**src/rtl/fetch_unit.sv**
```systemverilog
// -----------------------------------------------------------------------------
// fetch_unit
//
// Instruction fetch front end. It issues sequential word fetches to a
// synchronous-read instruction memory, collects the responses in a small
// instruction queue, and presents the queue head to decode.
//
// Parameters
//   DEPTH     instruction-queue entries (power of two, 2..16)
//   RESET_PC  first fetch address after reset
//
// Ports
//   clk          sole clock, all state on the rising edge
//   reset        asynchronous, active-low reset
//   imem_addr    instruction-memory byte address (always word aligned)
//   imem_req     a fetch is issued this cycle
//   imem_rdata   instruction data, valid the cycle after the matching imem_req
//   redirect     branch/jump taken: flush the queue and refetch
//   redirect_pc  new fetch address (low two bits ignored)
//   out_valid    out_instr/out_pc valid toward decode
//   out_ready    decode accepts this cycle
//   out_instr    head-of-queue instruction (0 while the queue is empty)
//   out_pc       address of out_instr (0 while the queue is empty)
//   occupancy    number of queued entries
//   perf_stall   cycles with out_ready && !out_valid (saturating)
//   perf_flush   redirect cycles (saturating)
//   state_dbg    control state: 0 = IDLE, 1 = RUN, 2 = FLUSH
//
// Build option
//   FETCH_PERF_EN  when defined, perf_stall/perf_flush are live saturating
//                  counters; otherwise both ports are tied to zero.
//
// Decode handshake: an entry moves to decode on a cycle where out_valid and
// out_ready are both high. out_valid never depends on out_ready, and while
// out_valid is high without out_ready, out_instr/out_pc hold their value.
// -----------------------------------------------------------------------------
module fetch_unit #(
    parameter int          DEPTH    = 4,
    parameter logic [31:0] RESET_PC = 32'h0000_0000
) (
    input  logic                     clk,
    input  logic                     reset,
    output logic [31:0]              imem_addr,
    output logic                     imem_req,
    input  logic [31:0]              imem_rdata,
    input  logic                     redirect,
    input  logic [31:0]              redirect_pc,
    output logic                     out_valid,
    input  logic                     out_ready,
    output logic [31:0]              out_instr,
    output logic [31:0]              out_pc,
    output logic [$clog2(DEPTH):0]   occupancy,
    output logic [31:0]              perf_stall,
    output logic [31:0]              perf_flush,
    output logic [1:0]               state_dbg
);

    localparam int PW = $clog2(DEPTH);
    localparam int CW = PW + 1;
    localparam logic [CW-1:0] DEPTH_C = CW'(DEPTH);
    localparam logic [CW:0]   DEPTH_P = (CW + 1)'(DEPTH);

    typedef enum logic [1:0] {
        S_IDLE  = 2'd0,
        S_RUN   = 2'd1,
        S_FLUSH = 2'd2
    } state_e;

    state_e        state_q;

    // Fetch address kept as a word index, so the byte address is aligned by
    // construction and the +4 wrap from FFFF_FFFC to 0 is a natural overflow.
    logic [29:0]   fetch_pc_q;

    // At most one request is outstanding; its word address tags the response.
    logic          inflight_q;
    logic [29:0]   inflight_pc_q;

    // Circular instruction queue.
    logic [PW-1:0] head_q;
    logic [PW-1:0] tail_q;
    logic [CW-1:0] occ_q;
    logic [31:0]   instr_mem [DEPTH];
    logic [29:0]   pc_mem    [DEPTH];

    logic [CW:0]   pending;
    logic          queue_full;
    logic          push;
    logic          pop;

    // Only the word part of the redirect target is used.
    logic          unused_redirect_lsbs;
    assign unused_redirect_lsbs = ^redirect_pc[1:0];

    // ------------------------------------------------------------------
    // Issue / queue control
    // ------------------------------------------------------------------
    // Queued entries plus the outstanding response must fit in the queue,
    // otherwise the response could arrive with nowhere to go.
    assign pending    = {1'b0, occ_q} + {{CW{1'b0}}, inflight_q};
    assign queue_full = (occ_q == DEPTH_C);

    // A redirect suppresses issue: the next fetch starts from the new target.
    // Gating with reset keeps the request low while reset is held.
    assign imem_req   = reset && !redirect && (pending < DEPTH_P);
    assign imem_addr  = {fetch_pc_q, 2'b00};

    assign out_valid  = (occ_q != '0);

    // A handshake in a redirect cycle is accepted by decode but the queue is
    // emptied anyway, so it needs no pointer update of its own.
    assign pop        = out_valid && out_ready && !redirect;

    // The response from a flushed request never reaches the queue. The
    // full-queue term only matters for a push that coincides with a pop.
    assign push       = inflight_q && (state_q != S_FLUSH) && !redirect &&
                        (!queue_full || pop);

    // No bypass: decode only ever sees registered queue contents.
    assign out_instr  = out_valid ? instr_mem[head_q] : 32'd0;
    assign out_pc     = out_valid ? {pc_mem[head_q], 2'b00} : 32'd0;
    assign occupancy  = occ_q;
    assign state_dbg  = state_q;

    // ------------------------------------------------------------------
    // Control state machine
    // IDLE while reset is held, RUN in normal operation, FLUSH for the
    // single cycle after a redirect (re-entered on back-to-back redirects).
    // ------------------------------------------------------------------
    always_ff @(posedge clk or negedge reset) begin
        if (!reset) begin
            state_q <= S_IDLE;
        end else begin
            case (state_q)
                S_IDLE:  state_q <= redirect ? S_FLUSH : S_RUN;
                S_RUN:   state_q <= redirect ? S_FLUSH : S_RUN;
                S_FLUSH: state_q <= redirect ? S_FLUSH : S_RUN;
                default: state_q <= S_IDLE;
            endcase
        end
    end

    // ------------------------------------------------------------------
    // Fetch pointer, in-flight tracking and queue pointers
    // ------------------------------------------------------------------
    always_ff @(posedge clk or negedge reset) begin
        if (!reset) begin
            fetch_pc_q    <= RESET_PC[31:2];
            inflight_q    <= 1'b0;
            inflight_pc_q <= '0;
            head_q        <= '0;
            tail_q        <= '0;
            occ_q         <= '0;
        end else if (redirect) begin
            // Redirect wins over issue, push and pop in the same cycle.
            fetch_pc_q    <= redirect_pc[31:2];
            inflight_q    <= 1'b0;
            head_q        <= '0;
            tail_q        <= '0;
            occ_q         <= '0;
        end else begin
            inflight_q <= imem_req;
            if (imem_req) begin
                fetch_pc_q    <= fetch_pc_q + 30'd1;
                inflight_pc_q <= fetch_pc_q;
            end
            if (push) begin
                tail_q <= tail_q + PW'(1);
            end
            if (pop) begin
                head_q <= head_q + PW'(1);
            end
            case ({push, pop})
                2'b10:   occ_q <= occ_q + CW'(1);
                2'b01:   occ_q <= occ_q - CW'(1);
                default: occ_q <= occ_q;
            endcase
        end
    end

    // Queue storage needs no reset: entries are only visible once pushed.
    always_ff @(posedge clk) begin
        if (push) begin
            instr_mem[tail_q] <= imem_rdata;
            pc_mem[tail_q]    <= inflight_pc_q;
        end
    end

    // ------------------------------------------------------------------
    // Performance counters
    // ------------------------------------------------------------------
`ifdef FETCH_PERF_EN
    logic [31:0] perf_stall_q;
    logic [31:0] perf_flush_q;

    always_ff @(posedge clk or negedge reset) begin
        if (!reset) begin
            perf_stall_q <= '0;
            perf_flush_q <= '0;
        end else begin
            if (out_ready && !out_valid && (perf_stall_q != 32'hFFFF_FFFF)) begin
                perf_stall_q <= perf_stall_q + 32'd1;
            end
            if (redirect && (perf_flush_q != 32'hFFFF_FFFF)) begin
                perf_flush_q <= perf_flush_q + 32'd1;
            end
        end
    end

    assign perf_stall = perf_stall_q;
    assign perf_flush = perf_flush_q;
`else
    assign perf_stall = 32'd0;
    assign perf_flush = 32'd0;
`endif

endmodule

```
**config.mk**
```make
export PLATFORM = sky130hd
export DESIGN_NAME = fetch_unit
export DESIGN_NICKNAME = d
export VERILOG_FILES = /design/src/rtl/fetch_unit.sv
export SDC_FILE = /design/constraint.sdc
export NUM_CORES = 1
export LEC_CHECK = 0
export BUFFER_PORTS_ARGS = -buffer_cell sky130_fd_sc_hd__buf_2
export CELL_PAD_IN_SITES_DETAIL_PLACEMENT = 1
export CELL_PAD_IN_SITES_GLOBAL_PLACEMENT = 2
export CORE_MARGIN = 2
export CORE_UTILIZATION = 24
export DETAILED_ROUTE_END_ITERATION = 8
export HOLD_SLACK_MARGIN = 0.12
export PLACE_DENSITY_LB_ADDON = 0.1
export SYNTH_ARGS = -nofsm -noshare
export SYNTH_HDL_FRONTEND = slang
export SYNTH_SLANG_ARGS = --single-unit
```
**constraint.sdc**
```tcl
create_clock -name clk -period 6.95 [get_ports clk]
set_input_delay 1.7375 -clock clk [delete_from_list [all_inputs] [get_ports clk]]
set_output_delay 1.7375 -clock clk [all_outputs]
set_load 0.02 [all_outputs]
```
==> impl_metrics.py <==
metrics = {
    "layout": {
        "utilization_pct": 29.5,
        "syn_to_final_growth_pct": 21.0,
        "final_cell_mix": "edfxtp_1, buf_2, nand2_1, conb_1, dfrtp_1",
        "final_common_cell": "edfxtp_1",
        "num_antenna_cells": 0,
        "final_cell_area_sq_mm": 0.0163,
        "drive_gt1_share_pct": 29.5,
        "fin_nets": 1121,
    },
    "drt": {
        "drtAntennaViolNets": 0,
        "drt_iter0_drc": 284,
        "drc": 0,
        "totalWireLength_mm": 36.6,
        "drt-pass1-iter-count": 4,
        "wire_per_inst_um": 20.1,
        "vias": 7647,
        "vias_per_cell": 4.19,
    },
    "power": {
        "p_int_w": 0.00366,
        "clkPwrFrac_pct": 44.4,
        "netSwitchingFraction_pct": 24.8,
        "max-vdd-ir-drop_v": 0.000133,
        "p_per_area_mw_per_mm2": 299,
        "pwr-share-comb_pct": 8.9,
        "leakagePower_nw": 6.11,
        "power_frac_seq_pct": 46.7,
        "p_switching_w": 0.00121,
    },
    "sta": {
        "maxSlewHeadroom_pct": 38.5,
        "finalSetupViolations": 0,
        "tns_ps": 0,
        "hold_ws_ps": 506,
        "maxSlewViolCount": 0,
        "fin_crit_sh_pct": 68.3,
        "fin_skew_ps": 14.6,
        "clock.fmax_mhz": 211,
        "worst_slew_pin_slew_ps": 923,
        "hold_violations": 0,
        "rsz0062_at_grt": "false",
        "post-route-min-period_ps": 4750,
    },
    "clock_network": {
        "cts_buffer_depth": 3,
        "cts_root_buffer": "clkbuf_16",
        "post_cts_resized": 0,
        "cts.sinks": 318,
        "postCtsSetupBuffers": 0,
        "cts_buffers": 43,
        "path_clk_slew_ps": 50,
        "clkLatencyLatePin_ps": 550,
        "tritoncts": "yes",
        "hold_buffers": 0,
        "cts.htree.levels": 2,
    },
    "synth": {
        "synth-edff-count": 248,
        "synth_fa_ha_area_share_pct": 0.614,
        "synth_top_cell_by_area": "edfxtp_1",
        "avgSynthCellArea_sq_um": 15.5,
        "syn_area_sq_mm": 0.0134,
        "ys_warn_count": 0,
        "synth.area.top_cells": "edfxtp_1, dfrtp_1, mux4_2",
        "yosys.area_share.simple_pct": 10.6,
        "synth.area.mux_share_pct": 10.5,
        "synthCells": 869,
        "ys_seq_elements": 318,
        "synth_compound_area_share_pct": 3.67,
        "ys_seq_area_share_pct": 68.4,
        "ys_async_sr_fraction_pct": 22.0,
        "ys_types": 54,
        "synth_xor_area_share_pct": 0.586,
        "yosysTopAreaCellShare_pct": 55.4,
        "synth_top_family_by_area": "simple AND/OR/NAND/NOR gates",
        "ys.flop_type": "edfxtp_1",
    },
    "die": {
        "top_level_ports": 235,
        "dieArea_sq_mm": 0.0579,
        "coreArea_sq_mm": 0.0552,
        "initial_utilization_pct": 24.4,
        "die_width_um": 241,
        "fp.dieH_um": 241,
        "num_rows": 86,
    },
    "placed_design": {
        "placed_cell_area_sq_mm": 0.0149,
        "post-dp-hpwl_mm": 22.1,
        "place_congestion": 0.640,
        "numPortBuffers": 164,
    },
    "critical_path": {
        "reg2reg_slack_ps": 3660,
        "required_ps": 5210,
        "reg2reg_depth": 7,
        "worstReg2RegStart": "occupancy[1]",
        "crit_arrival_ps": 3010,
        "cp-endpoint": "imem_req",
        "crit_start": "redirect",
        "r2r_end": "occupancy[2]",
        "cp_max_fo": 28,
        "crit_type": "in -> out",
        "end_kind": "primary output",
        "start_kind": "primary input",
    },
    "min_path": {
        "min-delay-start": "state_dbg[0]",
        "hold_class": "reg -> reg",
    },
    "run_status": {
        "status": "finished clean",
    },
    "global_routing": {
        "grt_max_degree": 51,
        "grt_pass1_wl_mm": 55.0,
        "grt_pass1_vias": 8302,
        "antenna_found_initial": 2,
        "grt_use_total_pct": 12.9,
        "grt_overflow_total": 0,
    },
    "job": {
        "cap_viol_max_count": 0,
    },
}
==> through the flow <==
stage	total power, W	setup slack (ps)	cells
floorplan	0.00258	2490	936
global placement	0.00275	2110	1750
detailed placement	0.00276	2110	1750
CTS	0.00497	2020	1827
global route	0.00510	1950	1827
finish	0.00486	2200	1827
==> per-layer routing <==
layer	global-route usage, %	up-vias	share of wire, %
met3	2.99	49	4.8
li1	-	3489	-
met2	20.8	168	48
met5	0	-	0.035
met1	17.5	3939	46
met4	3.35	2	1.8
==> cells by family (layout without fill, tap and decap cells) <==
group,Yosys count,in the layout
buf+inv,122,265
other cells,1,68
mux,64,64
compound gates,71,71
fa+ha+maj,6,6
simple gates,278,278
flops,318,318
xor+xnor,9,9
==> flip-flops by register name (all words and copies together) (netlist names) <==
| name | flops |
|---|---|
| instr_mem | 128 |
| pc_mem | 120 |
| fetch_pc_q | 30 |
| inflight_pc_q | 30 |
| occupancy | 3 |
| head_q | 2 |
| state_dbg | 2 |
| tail_q | 2 |
| inflight_q | 1 |
==> cells in the mapped netlist (all sizes together), types with 2 or more instances <==
cell    number
a211o        2
a21o         4
a21oi        9
a221o        7
a22oi        2
a31oi        4
and2        67
and3         2
buf         92
clkbuf      22
dfrtp       70
edfxtp     248
ha           5
inv          8
mux2i        2
mux4        62
nand2      125
nand2b       5
nand3       22
nand3b       2
nand4       10
nor2        16
nor2b        7
nor3         8
nor3b        2
nor4         4
o211ai       5
o21ai       20
o221ai       7
o311ai       5
o31ai        2
or3          3
xnor2        2
xor2         7
==> final cells by class <==
| cell class | instances | area (sq um) |
|---|---|---|
| multi-input cells | 496 | 3770 |
| fillers | 5861 | 38900 |
| inverters | 8 | 30.0 |
| clock inverters | 22 | 198 |
| clock buffers | 55 | 1180 |
| flip-flops and latches | 318 | 9210 |
| well taps | 748 | 936 |
| repair buffers | 180 | 943 |
==> critical path, cell delays in order <==
cell and delay, ps:
buf_2 100, buf_4 220, nor2_1 160, nand3_2 440, inv_2 160, buf_2 180
==> power groups by stage <==
stage	Clock [W]	Combinational, W	Sequential [W]
after floorplan	0	0.000300	0.00228
after global placement	0	0.000445	0.00231
after detailed placement	0	0.000449	0.00231
after CTS	0.00225	0.000450	0.00227
after global routing	0.00232	0.000485	0.00229
final	0.00216	0.000434	0.00227
==> how the worst min path moves through the flow <==
| stage | to | slack (ps) | cells past startpoint |
|---|---|---|---|
| global route | state_dbg[0] | 540 | 1 |
| CTS | state_dbg[0] | 510 | 1 |
| global placement | state_dbg[0] | 500 | 1 |
| floorplan | pc_mem[0][0] | 480 | 0 |
| finish | state_dbg[0] | 510 | 1 |
| detailed placement | state_dbg[0] | 500 | 1 |
Power figures use the tool's default switching activity.
